## src/rtl/fridge_compressor_scheduler.sv

```systemverilog
// Compressor / defrost sequencer with short-cycle protection and a door-open alarm.
// Define FRIDGE_DOOR_ALARM_EN to build the door-alarm counter; otherwise door_alarm is tied to 0.
module fridge_compressor_scheduler #(
  parameter int CNT_W            = 16,
  parameter int MIN_ON           = 4,
  parameter int MIN_OFF          = 3,
  parameter int DEFROST_INTERVAL = 10,
  parameter int DEFROST_TIME     = 5,
  parameter int DOOR_ALARM       = 6
) (
  input  logic       clk,
  input  logic       reset,
  input  logic       cool_req,
  input  logic       door_open,
  output logic       compressor_on,
  output logic       defrost_on,
  output logic       door_alarm,
  output logic [1:0] state
);

  typedef enum logic [1:0] {
    IDLE     = 2'd0,
    RUN      = 2'd1,
    OFF_HOLD = 2'd2,
    DEFROST  = 2'd3
  } state_e;

  localparam logic [CNT_W-1:0] MIN_ON_M1       = CNT_W'(MIN_ON - 1);
  localparam logic [CNT_W-1:0] MIN_OFF_M1      = CNT_W'(MIN_OFF - 1);
  localparam logic [CNT_W-1:0] DEFROST_TIME_M1 = CNT_W'(DEFROST_TIME - 1);
  localparam logic [CNT_W-1:0] ACC_MAX         = CNT_W'(DEFROST_INTERVAL);
  localparam logic [CNT_W-1:0] ACC_TRIG        = CNT_W'(DEFROST_INTERVAL - 1);

  if (MIN_ON < 1 || MIN_OFF < 1 || DEFROST_INTERVAL < MIN_ON ||
      DEFROST_TIME < 1 || DOOR_ALARM < 1) begin : g_bad_params
    $error("fridge_compressor_scheduler: illegal parameter combination");
  end

  state_e           state_q, state_d;
  logic [CNT_W-1:0] timer_q, timer_d;
  logic [CNT_W-1:0] acc_q, acc_d;
  logic             door_meta_q, door_meta_d;
  logic             door_s_q, door_s_d;
  logic             exit_ok;

  // NOTE: every combinational output gets a default first so no path can infer a latch.
  always_comb begin
    door_meta_d = door_open;
    door_s_d    = door_meta_q;
    state_d     = state_q;
    exit_ok     = (timer_q >= MIN_ON_M1);

    unique case (state_q)
      IDLE: begin
        // A request while the door is open is simply ignored, not remembered.
        if (cool_req && !door_s_q) state_d = RUN;
      end
      RUN: begin
        if (exit_ok && (acc_q >= ACC_TRIG))          state_d = DEFROST;
        else if (exit_ok && (!cool_req || door_s_q)) state_d = OFF_HOLD;
      end
      OFF_HOLD: begin
        if (timer_q == MIN_OFF_M1) state_d = IDLE;
      end
      DEFROST: begin
        if (timer_q == DEFROST_TIME_M1) state_d = OFF_HOLD;
      end
      default: state_d = OFF_HOLD;
    endcase

    if (state_d != state_q)  timer_d = '0;
    else if (timer_q != '1)  timer_d = timer_q + CNT_W'(1);
    else                     timer_d = timer_q;

    acc_d = acc_q;
    if ((state_q == RUN) && (acc_q < ACC_MAX)) acc_d = acc_q + CNT_W'(1);
    if ((state_q == DEFROST) && (state_d == OFF_HOLD)) acc_d = '0;
  end

  // NOTE: sequential state uses non-blocking assignments so all flops update from pre-edge values.
  // Reset lands in OFF_HOLD so the minimum off-time also holds after any reset.
  always_ff @(posedge clk or posedge reset) begin
    if (reset) begin
      state_q     <= OFF_HOLD;
      timer_q     <= '0;
      acc_q       <= '0;
      door_meta_q <= 1'b0;
      door_s_q    <= 1'b0;
    end else begin
      state_q     <= state_d;
      timer_q     <= timer_d;
      acc_q       <= acc_d;
      door_meta_q <= door_meta_d;
      door_s_q    <= door_s_d;
    end
  end

  assign state         = state_q;
  assign compressor_on = (state_q == RUN);
  assign defrost_on    = (state_q == DEFROST);

`ifdef FRIDGE_DOOR_ALARM_EN
  localparam int AW = $clog2(DOOR_ALARM + 1);
  localparam logic [AW-1:0] ALARM_MAX = AW'(DOOR_ALARM);

  logic [AW-1:0] alarm_cnt_q, alarm_cnt_d;
  logic          door_alarm_q, door_alarm_d;

  always_comb begin
    alarm_cnt_d = alarm_cnt_q;
    if (!door_s_q)                    alarm_cnt_d = '0;
    else if (alarm_cnt_q != ALARM_MAX) alarm_cnt_d = alarm_cnt_q + AW'(1);
    door_alarm_d = (alarm_cnt_d == ALARM_MAX);
  end

  always_ff @(posedge clk or posedge reset) begin
    if (reset) begin
      alarm_cnt_q  <= '0;
      door_alarm_q <= 1'b0;
    end else begin
      alarm_cnt_q  <= alarm_cnt_d;
      door_alarm_q <= door_alarm_d;
    end
  end

  assign door_alarm = door_alarm_q;
`else
  assign door_alarm = 1'b0;
`endif

endmodule

```

## config.mk

```make
export PLATFORM = sky130hd
export DESIGN_NAME = fridge_compressor_scheduler
export DESIGN_NICKNAME = d
export VERILOG_FILES = /design/src/rtl/fridge_compressor_scheduler.sv
export SDC_FILE = /design/constraint.sdc
export NUM_CORES = 1
export LEC_CHECK = 0
export CORE_AREA = 2 2 78 80
export CTS_CLUSTER_DIAMETER = 40
export DETAILED_ROUTE_END_ITERATION = 8
export DIE_AREA = 0 0 80 82
export GPL_TIMING_DRIVEN = 1
export PLACE_DENSITY_LB_ADDON = 0.25
export SLEW_MARGIN = 40
export SYNTH_ARGS = -nofsm -noshare
export SYNTH_HDL_FRONTEND = slang
export SYNTH_SLANG_ARGS = --single-unit
```

## constraint.sdc

```tcl
create_clock -name clk -period 1.75 [get_ports clk]
set_input_delay 0.35 -clock clk [delete_from_list [all_inputs] [get_ports clk]]
set_output_delay 0.35 -clock clk [all_outputs]
set_load 0.02 [all_outputs]
```

==> flow_summary.json, run 1 <==
{
  "synth-seq-area-share_pct": 50.3,
  "worstPathArrival_ns": 1.95,
  "final_area_sq_um": 2370,
  "place.detailed.hpwl_um": 2730,
  "synth_area_per_cell_sq_um": 10.2,
  "critical_path_end_type": "flop",
  "worstSetupPathDepth": 6,
  "io_buffers": 7,
  "p_leak_nw": 1.10,
  "cts_max_path_buffers": 2,
  "drt_wl_total_um": 3820,
  "largest_net_degree_at_the_start_of_global_routing": 21,
  "initial_drt_pass_iterations": 4,
  "area_delta_synth_final_pct": 32.5,
  "finalWorstSetupSlack_ns": -0.0120,
  "cts.sink_count": 36,
  "yosys-top-cells-area": "sky130_fd_sc_hd__dfrtp_1 (49%), sky130_fd_sc_hd__nor2_1 (5.2%), sky130_fd_sc_hd__nor2b_1 (4.5%)",
  "fp-row-count": 28,
  "via_count": 1410,
  "critical_path_startpoint": "timer_q[3]$_DFFE_PP0P_",
  "worstSetupEndpoint": "acc_q[7]$_DFFE_PP0P_",
  "routability_driven_placement_congestion_ratio": 0.786,
  "fin_crit_ns": 1.76,
  "synth_common_cells": "sky130_fd_sc_hd__dfrtp_1 (35), sky130_fd_sc_hd__nor2_1 (25), sky130_fd_sc_hd__nor2b_1 (13), sky130_fd_sc_hd__inv_1 (9), sky130_fd_sc_hd__xnor2_1 (9)",
  "timing.hold.worst.class": "input port to asynchronous set/reset pin",
  "coreArea_sq_um": 5750,
  "post_synth_inst_count": 175,
  "post_synth_instance_area_sq_um": 1790,
  "slew_viol_final": 0,
  "postSynthNetCount": 185,
  "die_height_um": 82,
  "worst_r2r_startpoint": "timer_q[3]$_DFFE_PP0P_",
  "path_delay_family": "simple AND/OR/NAND/NOR gates",
  "skew_final_ns": 0.0114,
  "route.detailed.drc": 0,
  "violations": "negative setup slack",
  "grt_overflow": 0,
  "dominantRegCellSynth": "sky130_fd_sc_hd__dfrtp_1",
  "groute.usage.overall_pct": 12.9,
  "setup-violations-final": 3,
  "number_of_cts_inserted_buffers": 5,
  "cp_data_required_time_ns": 1.94,
  "die_w_um": 80,
  "cts_tree": "built",
  "drive_above_1_share_pct": 28.5,
  "outcome": "finished with violations",
  "final_net_count": 223,
  "synth_cell_type_count": 40,
  "worstPathMaxFanout": 7,
  "antenna_diode_count": 0,
  "slowest_cell_on_the_critical_path": "sky130_fd_sc_hd__dfrtp_1",
  "regToRegSetupSlack_ns": -0.01,
  "drt-vias-per-instance": 4.88,
  "path_cells": "nor4_1 > and4_1 > nand3_1 > nor2_1 > buf_4 > and2b_1",
  "yosys.area.top_type_share_pct": 48.9,
  "place_worst_setup_slack_ns": -0.0671,
  "tns_ns": -0.0260,
  "critical_path_class": "flop to flop",
  "critPathLaunchType": "flop",
  "fin_worst_hold_slack_ns": 0.353,
  "yosysTopAreaCell": "sky130_fd_sc_hd__dfrtp_1",
  "ir_worst_vdd_uv": 666,
  "r2r-end": "acc_q[7]$_DFFE_PP0P_",
  "grt_setup_unrepaired": "true",
  "p_per_area_nw_per_um2": 1180,
  "remaining_antenna_violation_count_after_routing": 0,
  "postPlaceCellArea_sq_um": 2160,
  "fillerInstances": 565,
  "detail_route.iter0.violations": 27,
  "synth_enable_flop_cells": 0,
  "synthMostInstantiatedCell": "sky130_fd_sc_hd__dfrtp_1",
  "clock-root-buffer": "sky130_fd_sc_hd__clkbuf_8",
  "die-area_sq_um": 6560,
  "initial_core_util_pct": 31.2,
  "max-cap-violations": 0,
  "antenna_found_initial": 0,
  "cp_num_buf_inv": 1,
  "synth-warning-count": 0,
  "timing.final.crit_share_pct": 101,
  "clk-insertion-delay-late_ns": 0.30,
  "cts.hold.buffers_added": 0,
  "cts.htree.levels": 2,
  "clock_transition_time_at_the_flip_flop_clock_pins_of_the_worst_setup_and_hold_paths_ns": 0.08,
  "fmaxAchievable_ghz": 0.568,
  "ys_ff_latch": 36,
  "ys_async_sr_fraction_pct": 100,
  "grt_pass1_wl_um": 6500,
  "avgRoutedWirePerCell_um": 13.2,
  "delay_contributed_by_the_slowest_stage_of_the_critical_path_ns": 0.41,
  "rr_worst_depth": 6,
  "number_of_hold_slack_violations_in_the_final_timing_report": 0,
  "vias_in_the_first_global_route": 1413,
  "ios": 9
}
[flip-flops by register name, summed over array words and instances (netlist names)]
register	cells
acc_q	16
timer_q	16
door_meta_q	1
door_s_q	1
state	2
[report_power, final]
| group | switching, mW | internal, mW | total, mW |
|---|---|---|---|
| Combinational | 0.567 | 0.533 | 1.10 |
| Sequential | 0.114 | 0.953 | 1.07 |
| Clock | 0.340 | 0.282 | 0.622 |
[what timing repair did]
action | in CTS | in global routing
setup buffers | 0 | 2
resized for setup | 10 | 14
pin swaps | 1 | 15
endpoints found under the setup margin | 33 | 34
[through the flow]
step	total power, mW	cells	utilization (%)
after floorplan	1.69	175	-
after CTS	2.81	287	39.8
after global routing	3.02	289	41.3
after detailed placement	2.18	279	37.7
after global placement	2.17	279	37.7
final	2.79	289	41.3
[area by class of cell]
cell class / instances / area, sq um / share of cell area [%]
Timing Repair Buffer: 37 / 347 / 14.6
Clock inverter: 3 / 23.8 / 1.00
Sequential cell: 36 / 902 / 38.0
Multi-Input combinational cell: 124 / 905 / 38.1
Inverter: 9 / 33.8 / 1.42
Clock buffer: 5 / 68.8 / 2.90
Tap cell: 75 / 93.8 / 3.95
[placed cells by master (no fill, tap or decap), types with 5 or more instances in the layout]
cell	instances
sky130_fd_sc_hd__dfrtp_1	35
sky130_fd_sc_hd__buf_4	26
sky130_fd_sc_hd__nor2_1	24
sky130_fd_sc_hd__nor2b_1	13
sky130_fd_sc_hd__inv_1	8
sky130_fd_sc_hd__xnor2_1	8
sky130_fd_sc_hd__nand4_1	7
sky130_fd_sc_hd__nand2_1	6
sky130_fd_sc_hd__and3_1	6
sky130_fd_sc_hd__ha_1	5
sky130_fd_sc_hd__clkbuf_8	5
[worst min path at each step]
stage / endpoint / slack (ns) / cells after the start
6_report: acc_q[1]$_DFFE_PP0P_ / 0.35 / 2
5_1_grt: door_s_q$_DFF_PP0_ / 0.37 / 0
4_1_cts: acc_q[7]$_DFFE_PP0P_ / 0.36 / 2
3_3_place_gp: door_s_q$_DFF_PP0_ / 0.33 / 0
2_1_floorplan: door_s_q$_DFF_PP0_ / 0.33 / 0
3_5_place_dp: door_s_q$_DFF_PP0_ / 0.34 / 0
[metal layers]
layer  vias up  part of all wire [%]  track usage, %
met3         8                   3.0            2.97
met2        19                    48            21.4
met5         -                     0               0
met1       697                    47            15.7
li1        686                     -               -
met4         0                   2.6            6.95
[kinds of logic (layout without fill, tap and decap cells)]
| family | count (synthesis) | count (layout) | synth area share [%] |
|---|---|---|---|
| adders and majority gates | 6 | 6 | 4.19 |
| DFF | 36 | 36 | 50.3 |
| other | 1 | 1 | 0.209 |
| buffers and inverters | 15 | 54 | 4.26 |
| and+or+nand+nor | 88 | 88 | 28.4 |
| AOI/OAI and AO/OA | 15 | 15 | 5.66 |
| xor gates and xnor gates | 13 | 13 | 6.35 |
| muxes | 1 | 1 | 0.559 |
(Power assumes the default switching activity.)
==> run 2: changes to the inputs <==
--- a/config.mk
+++ b/config.mk
@@ -11,7 +11,6 @@
 export DIE_AREA = 0 0 80 82
 export GPL_TIMING_DRIVEN = 1
 export PLACE_DENSITY_LB_ADDON = 0.25
-export SLEW_MARGIN = 40
 export SYNTH_ARGS = -nofsm -noshare
 export SYNTH_HDL_FRONTEND = slang
 export SYNTH_SLANG_ARGS = --single-unit
==> constraint.sdc (replaced) <==
create_clock -name clk -period 1.6 [get_ports clk]
set_input_delay 0.32 -clock clk [delete_from_list [all_inputs] [get_ports clk]]
set_output_delay 0.32 -clock clk [all_outputs]
set_load 0.02 [all_outputs]
==> flow_summary.json, run 2 (synthesis gave the netlist of run 1 again) <==
{
  "outcome": "finished with violations",
  "violations": "negative setup slack",
  "antenna_found_initial": 0,
  "route.detailed.drc": 0,
  "final_area_sq_um": 2560,
  "layout.cells.most_common": "sky130_fd_sc_hd__buf_4",
  "path_delay_family": "simple AND/OR/NAND/NOR gates",
  "postPlaceCellArea_sq_um": 2310,
  "mostFrequentLayoutCells": "sky130_fd_sc_hd__buf_4 (44), sky130_fd_sc_hd__dfrtp_1 (35), sky130_fd_sc_hd__nor2_1 (23)",
  "remaining_antenna_violation_count_after_routing": 0,
  "place_worst_setup_slack_ns": -0.199,
  "cp_num_buf_inv": 0,
  "grt_busiest_layer": "met2",
  "initial_core_util_pct": 31.2,
  "fillerInstances": 565,
  "tns_ns": -3.00,
  "hold_path_depth": 0,
  "critPathLaunchType": "flop",
  "slowest_cell_on_the_critical_path": "sky130_fd_sc_hd__or4_4",
  "rr_worst_depth": 6,
  "drt-vias-per-instance": 4.70,
  "worst_r2r_startpoint": "timer_q[1]$_DFFE_PP0P_",
  "clk-insertion-delay-late_ns": 0.28,
  "routability_driven_placement_congestion_ratio": 0.780,
  "power.total_mw": 3.54,
  "number_of_cts_inserted_buffers": 5,
  "timing.hold.worst.class": "flop to flop",
  "delay_contributed_by_the_slowest_stage_of_the_critical_path_ns": 0.62,
  "clock-root-buffer": "sky130_fd_sc_hd__clkbuf_8",
  "cp_data_required_time_ns": 1.78,
  "avgRoutedWirePerCell_um": 12.8,
  "fin_worst_hold_slack_ns": 0.351,
  "groute.usage.overall_pct": 13.6,
  "die_height_um": 82,
  "area_delta_synth_final_pct": 42.7,
  "ios": 9,
  "fin_crit_ns": 1.78,
  "p_leak_nw": 1.21,
  "final_cell_count_no_fill": 310,
  "die_w_um": 80,
  "max-cap-violations": 0,
  "finalWorstSetupSlack_ns": -0.182,
  "setup-violations-final": 31,
  "worstPathMaxFanout": 6,
  "critical_path_end_type": "flop",
  "fp-row-count": 28,
  "hold_path_startpoint": "door_meta_q$_DFF_PP0_",
  "critical_path_class": "flop to flop",
  "dpl_cells": 297,
  "io_buffers": 7,
  "critical_path_startpoint": "timer_q[1]$_DFFE_PP0P_",
  "drt_wl_total_um": 3980,
  "via_count": 1457,
  "cts.sink_count": 36,
  "grtUsageMet2_pct": 22.6,
  "p_per_area_nw_per_um2": 1390,
  "gr-usage-met1_pct": 17.9,
  "fmaxAchievable_ghz": 0.561,
  "cts_max_path_buffers": 2,
  "final_net_count": 244,
  "grt_setup_unrepaired": "true",
  "largest_net_degree_at_the_start_of_global_routing": 37,
  "clock_transition_time_at_the_flip_flop_clock_pins_of_the_worst_setup_and_hold_paths_ns": 0.08,
  "initial_drt_pass_iterations": 4,
  "place.detailed.hpwl_um": 2780,
  "vias_in_the_first_global_route": 1444,
  "detail_route.iter0.violations": 52,
  "grt_overflow": 0,
  "path_cells": "ha_2 > nand4_1 > or4_4 > nand4_1 > xor2_1 > nor2_1",
  "number_of_hold_slack_violations_in_the_final_timing_report": 0,
  "slew_viol_final": 0,
  "ir_worst_vdd_uv": 780,
  "skew_final_ns": 0.00581,
  "die-area_sq_um": 6560,
  "cpMostUsedCell": "sky130_fd_sc_hd__nand4_1",
  "post-route-util_pct": 44.5,
  "worstPathArrival_ns": 1.96,
  "cts_tree": "built",
  "drive_above_1_share_pct": 37.9,
  "antenna_diode_count": 0,
  "groute.layer.met3.usage_pct": 2.97,
  "cts.htree.levels": 2,
  "cts.hold.buffers_added": 0,
  "timing.final.crit_share_pct": 111,
  "worstSetupPathDepth": 6,
  "coreArea_sq_um": 5750,
  "grt_pass1_wl_um": 6980
}
## run 2: worst register-to-register path: cells and delay by family, from the launching register on
family,cells,cell delay (ns)
AND/OR/NAND/NOR,4,0.91
flip-flops,1,0.41
XOR/XNOR,1,0.16
adder cells (fa/ha/maj),1,0.20
## run 2: power by group
part	internal (mW)	total [mW]	switching [mW]
registers	1.04	1.14	0.103
logic	0.830	1.59	0.765
clock network	0.461	0.805	0.344
## run 2: timing repair
item,CTS,global route
buffers inserted,1,4
pin swaps,6,15
setup endpoints to repair,37,36
gates resized for setup,24,12
## run 2: per-layer routing
metal  routed length [um]  part of all wire [%]  vias up
met5                    0                     0        -
met4                   44                   1.1        0
met3                   98                   2.5        5
met2                 1890                    47       20
met1                 1950                    49      710
li1                     -                     -      722
## run 2: path summary, 6_finish.rpt
kind | to | slack, ns
setup / recovery | timer_q[10]$_DFFE_PP0P_ | -0.18
max in group asynchronous | state[1]$_DFF_PP1_ | 0.97
min in group asynchronous | acc_q[9]$_DFFE_PP0P_ | 0.37
hold / removal | door_s_q$_DFF_PP0_ | 0.35
setup reg to reg | timer_q[10]$_DFFE_PP0P_ | -0.18
hold reg to reg | door_s_q$_DFF_PP0_ | 0.35
## run 2: final cells by class
| class | instances | area (sq um) | area share [%] |
|---|---|---|---|
| multi-input cells | 124 | 926 | 36.2 |
| flip-flops and latches | 36 | 902 | 35.3 |
| repair buffers | 58 | 489 | 19.1 |
| well taps | 75 | 93.8 | 3.67 |
| clock buffers | 5 | 68.8 | 2.69 |
| clock inverters | 3 | 42.5 | 1.66 |
| inverters | 9 | 33.8 | 1.32 |
==> run 3: changes to the inputs <==
--- a/config.mk
+++ b/config.mk
@@ -5,12 +5,13 @@
 export SDC_FILE = /design/constraint.sdc
 export NUM_CORES = 1
 export LEC_CHECK = 0
-export CORE_AREA = 2 2 78 80
+export CORE_AREA = 2 2 62 64
 export CTS_CLUSTER_DIAMETER = 40
 export DETAILED_ROUTE_END_ITERATION = 8
-export DIE_AREA = 0 0 80 82
+export DIE_AREA = 0 0 64 66
 export GPL_TIMING_DRIVEN = 1
 export PLACE_DENSITY_LB_ADDON = 0.25
+export SLEW_MARGIN = 20
 export SYNTH_ARGS = -nofsm -noshare
 export SYNTH_HDL_FRONTEND = slang
 export SYNTH_SLANG_ARGS = --single-unit
==> constraint.sdc (replaced) <==
create_clock -name clk -period 1.6 [get_ports clk]
set_input_delay 0.16 -clock clk [delete_from_list [all_inputs] [get_ports clk]]
set_output_delay 0.16 -clock clk [all_outputs]
set_load 0.02 [all_outputs]
==> flow_summary.json, run 3 (synthesis gave the netlist of run 1 again) <==
{
  "outcome": "finished with violations",
  "violations": "negative setup slack",
  "layout.cells.most_common": "sky130_fd_sc_hd__buf_4",
  "cts_tree": "built",
  "vias_in_the_first_global_route": 1602,
  "cp_num_buf_inv": 2,
  "drt_wl_total_um": 4320,
  "worstPathArrival_ns": 2.09,
  "ios": 9,
  "finalWorstSetupSlack_ns": -0.247,
  "drive_above_1_share_pct": 42.8,
  "critical_path_end_type": "flop",
  "grtUsageMet2_pct": 39.8,
  "place.detailed.hpwl_um": 2860,
  "cts_max_path_buffers": 2,
  "initial_core_util_pct": 50.5,
  "ir_worst_vdd_uv": 563,
  "clock_transition_time_at_the_flip_flop_clock_pins_of_the_worst_setup_and_hold_paths_ns": 0.12,
  "via_count": 1549,
  "die-area_sq_um": 4220,
  "clk-insertion-delay-late_ns": 0.34,
  "mostFrequentLayoutCells": "sky130_fd_sc_hd__buf_4 (51), sky130_fd_sc_hd__dfrtp_1 (34), sky130_fd_sc_hd__nor2_1 (18)",
  "drt-vias-per-instance": 5.32,
  "p_per_area_nw_per_um2": 1370,
  "setup-violations-final": 33,
  "remaining_antenna_violation_count_after_routing": 0,
  "delay_contributed_by_the_slowest_stage_of_the_critical_path_ns": 0.42,
  "skew_final_ns": 0.0176,
  "gr-usage-met1_pct": 26.4,
  "grt_pass1_wl_um": 7160,
  "timing.final.crit_share_pct": 115,
  "clock-root-buffer": "sky130_fd_sc_hd__clkbuf_4",
  "slowest_cell_on_the_critical_path": "sky130_fd_sc_hd__dfrtp_1",
  "die_w_um": 64,
  "fin_worst_hold_slack_ns": 0.0756,
  "max-cap-violations": 0,
  "die_height_um": 66,
  "fmaxAchievable_ghz": 0.541,
  "routability_driven_placement_congestion_ratio": 0.887,
  "cts.hold.buffers_added": 0,
  "initial_drt_pass_iterations": 4,
  "antenna_found_initial": 0,
  "grt_overflow": 0,
  "path_delay_family": "compound AO/OA/AOI/OAI gates",
  "worstPathMaxFanout": 7,
  "cts.htree.levels": 2,
  "antenna_diode_count": 0,
  "final_net_count": 252,
  "groute.layer.met3.usage_pct": 4.77,
  "route.detailed.drc": 0,
  "number_of_hold_slack_violations_in_the_final_timing_report": 0,
  "fp-row-count": 22,
  "groute.usage.overall_pct": 22.3,
  "area_delta_synth_final_pct": 45.0,
  "timing.hold.worst.class": "input port to asynchronous set/reset pin",
  "slew_viol_final": 0,
  "coreArea_sq_um": 3550,
  "grt_setup_unrepaired": "true",
  "number_of_cts_inserted_buffers": 5,
  "final_area_sq_um": 2600,
  "postPlaceCellArea_sq_um": 2240,
  "cts.sink_count": 36,
  "fin_crit_ns": 1.85,
  "largest_net_degree_at_the_start_of_global_routing": 21,
  "avgRoutedWirePerCell_um": 14.8,
  "cp_data_required_time_ns": 1.84,
  "io_buffers": 7,
  "path_cells": "buf_4 > ha_4 > nor3b_4 > a31o_2 > a32oi_2 > o21ai_2 > buf_6 > a211oi_2",
  "p_leak_nw": 1.23,
  "critical_path_class": "flop to flop",
  "critPathLaunchType": "flop",
  "detail_route.iter0.violations": 97,
  "grt_busiest_layer": "met2"
}
-- run 3: area by class of cell --
class / count / area (sq um)
Fill cell: 216 / 952
Clock buffer: 7 / 55.1
Multi-Input combinational cell: 124 / 983
Inverter: 9 / 36.3
Clock inverter: 1 / 7.51
Sequential cell: 36 / 903
Timing Repair Buffer: 66 / 553
Tap cell: 48 / 60.1
-- run 3: timing repair --
item / 4_1_cts / 5_1_grt
gates resized for setup: 29 / 22
setup buffers: 12 / 5
pin swaps: 13 / 13
cloned: 0 / 0
endpoints found under the setup margin: 37 / 36
-- run 3: worst reg2reg max path, delay by kind of cell, from the launching register on --
kind | cells | cell delay, ns
AO/OA/AOI/OAI | 4 | 0.73
flip-flops | 1 | 0.42
buffers and inverters | 2 | 0.31
adder cells (fa/ha/maj) | 1 | 0.15
AND/OR/NAND/NOR | 1 | 0.15
-- run 3: path summary, 6_finish.rpt --
| check | startpoint | endpoint | slack (ns) | depth (start not counted) |
|---|---|---|---|---|
| min in group clk | door_open | door_meta_q$_DFF_PP0_ | 0.24 | 1 |
| hold reg to reg | door_meta_q$_DFF_PP0_ | door_s_q$_DFF_PP0_ | 0.40 | 0 |
| hold / removal | reset | acc_q[4]$_DFFE_PP0P_ | 0.08 | 2 |
| max in group asynchronous | reset | state[1]$_DFF_PP1_ | 0.99 | 3 |
| setup / recovery | timer_q[1]$_DFFE_PP0P_ | timer_q[14]$_DFFE_PP0P_ | -0.25 | 8 |
| setup reg to reg | timer_q[1]$_DFFE_PP0P_ | timer_q[14]$_DFFE_PP0P_ | -0.25 | 8 |
-- run 3: metrics by stage --
step / instances / worst slack (ns) / setup TNS (ns) / power (mW) / util [%]
after global routing: 291 / -0.338 / -8.34 / 3.78 / 73.2
after CTS: 287 / -0.169 / -4.05 / 3.36 / 70.2
after detailed placement: 267 / -0.299 / -7.41 / 2.51 / 63.2
final: 291 / -0.247 / -5.88 / 3.56 / 73.2
after floorplan: 175 / -0.245 / -1.27 / 1.88 / -
after global placement: 267 / -0.275 / -6.10 / 2.44 / 63.2
-- run 3: routing by layer --
| metal | wire [um] | share of wire [%] |
|---|---|---|
| met4 | 74 | 1.7 |
| met5 | 0 | 0 |
| met3 | 83 | 1.9 |
| met2 | 2300 | 53 |
| met1 | 1860 | 43 |
-- run 3: report_power, final --
part / total [mW] / internal (mW) / switching, mW
Combinational: 1.86 / 0.980 / 0.879
Sequential: 1.17 / 1.04 / 0.130
Clock: 0.524 / 0.215 / 0.309
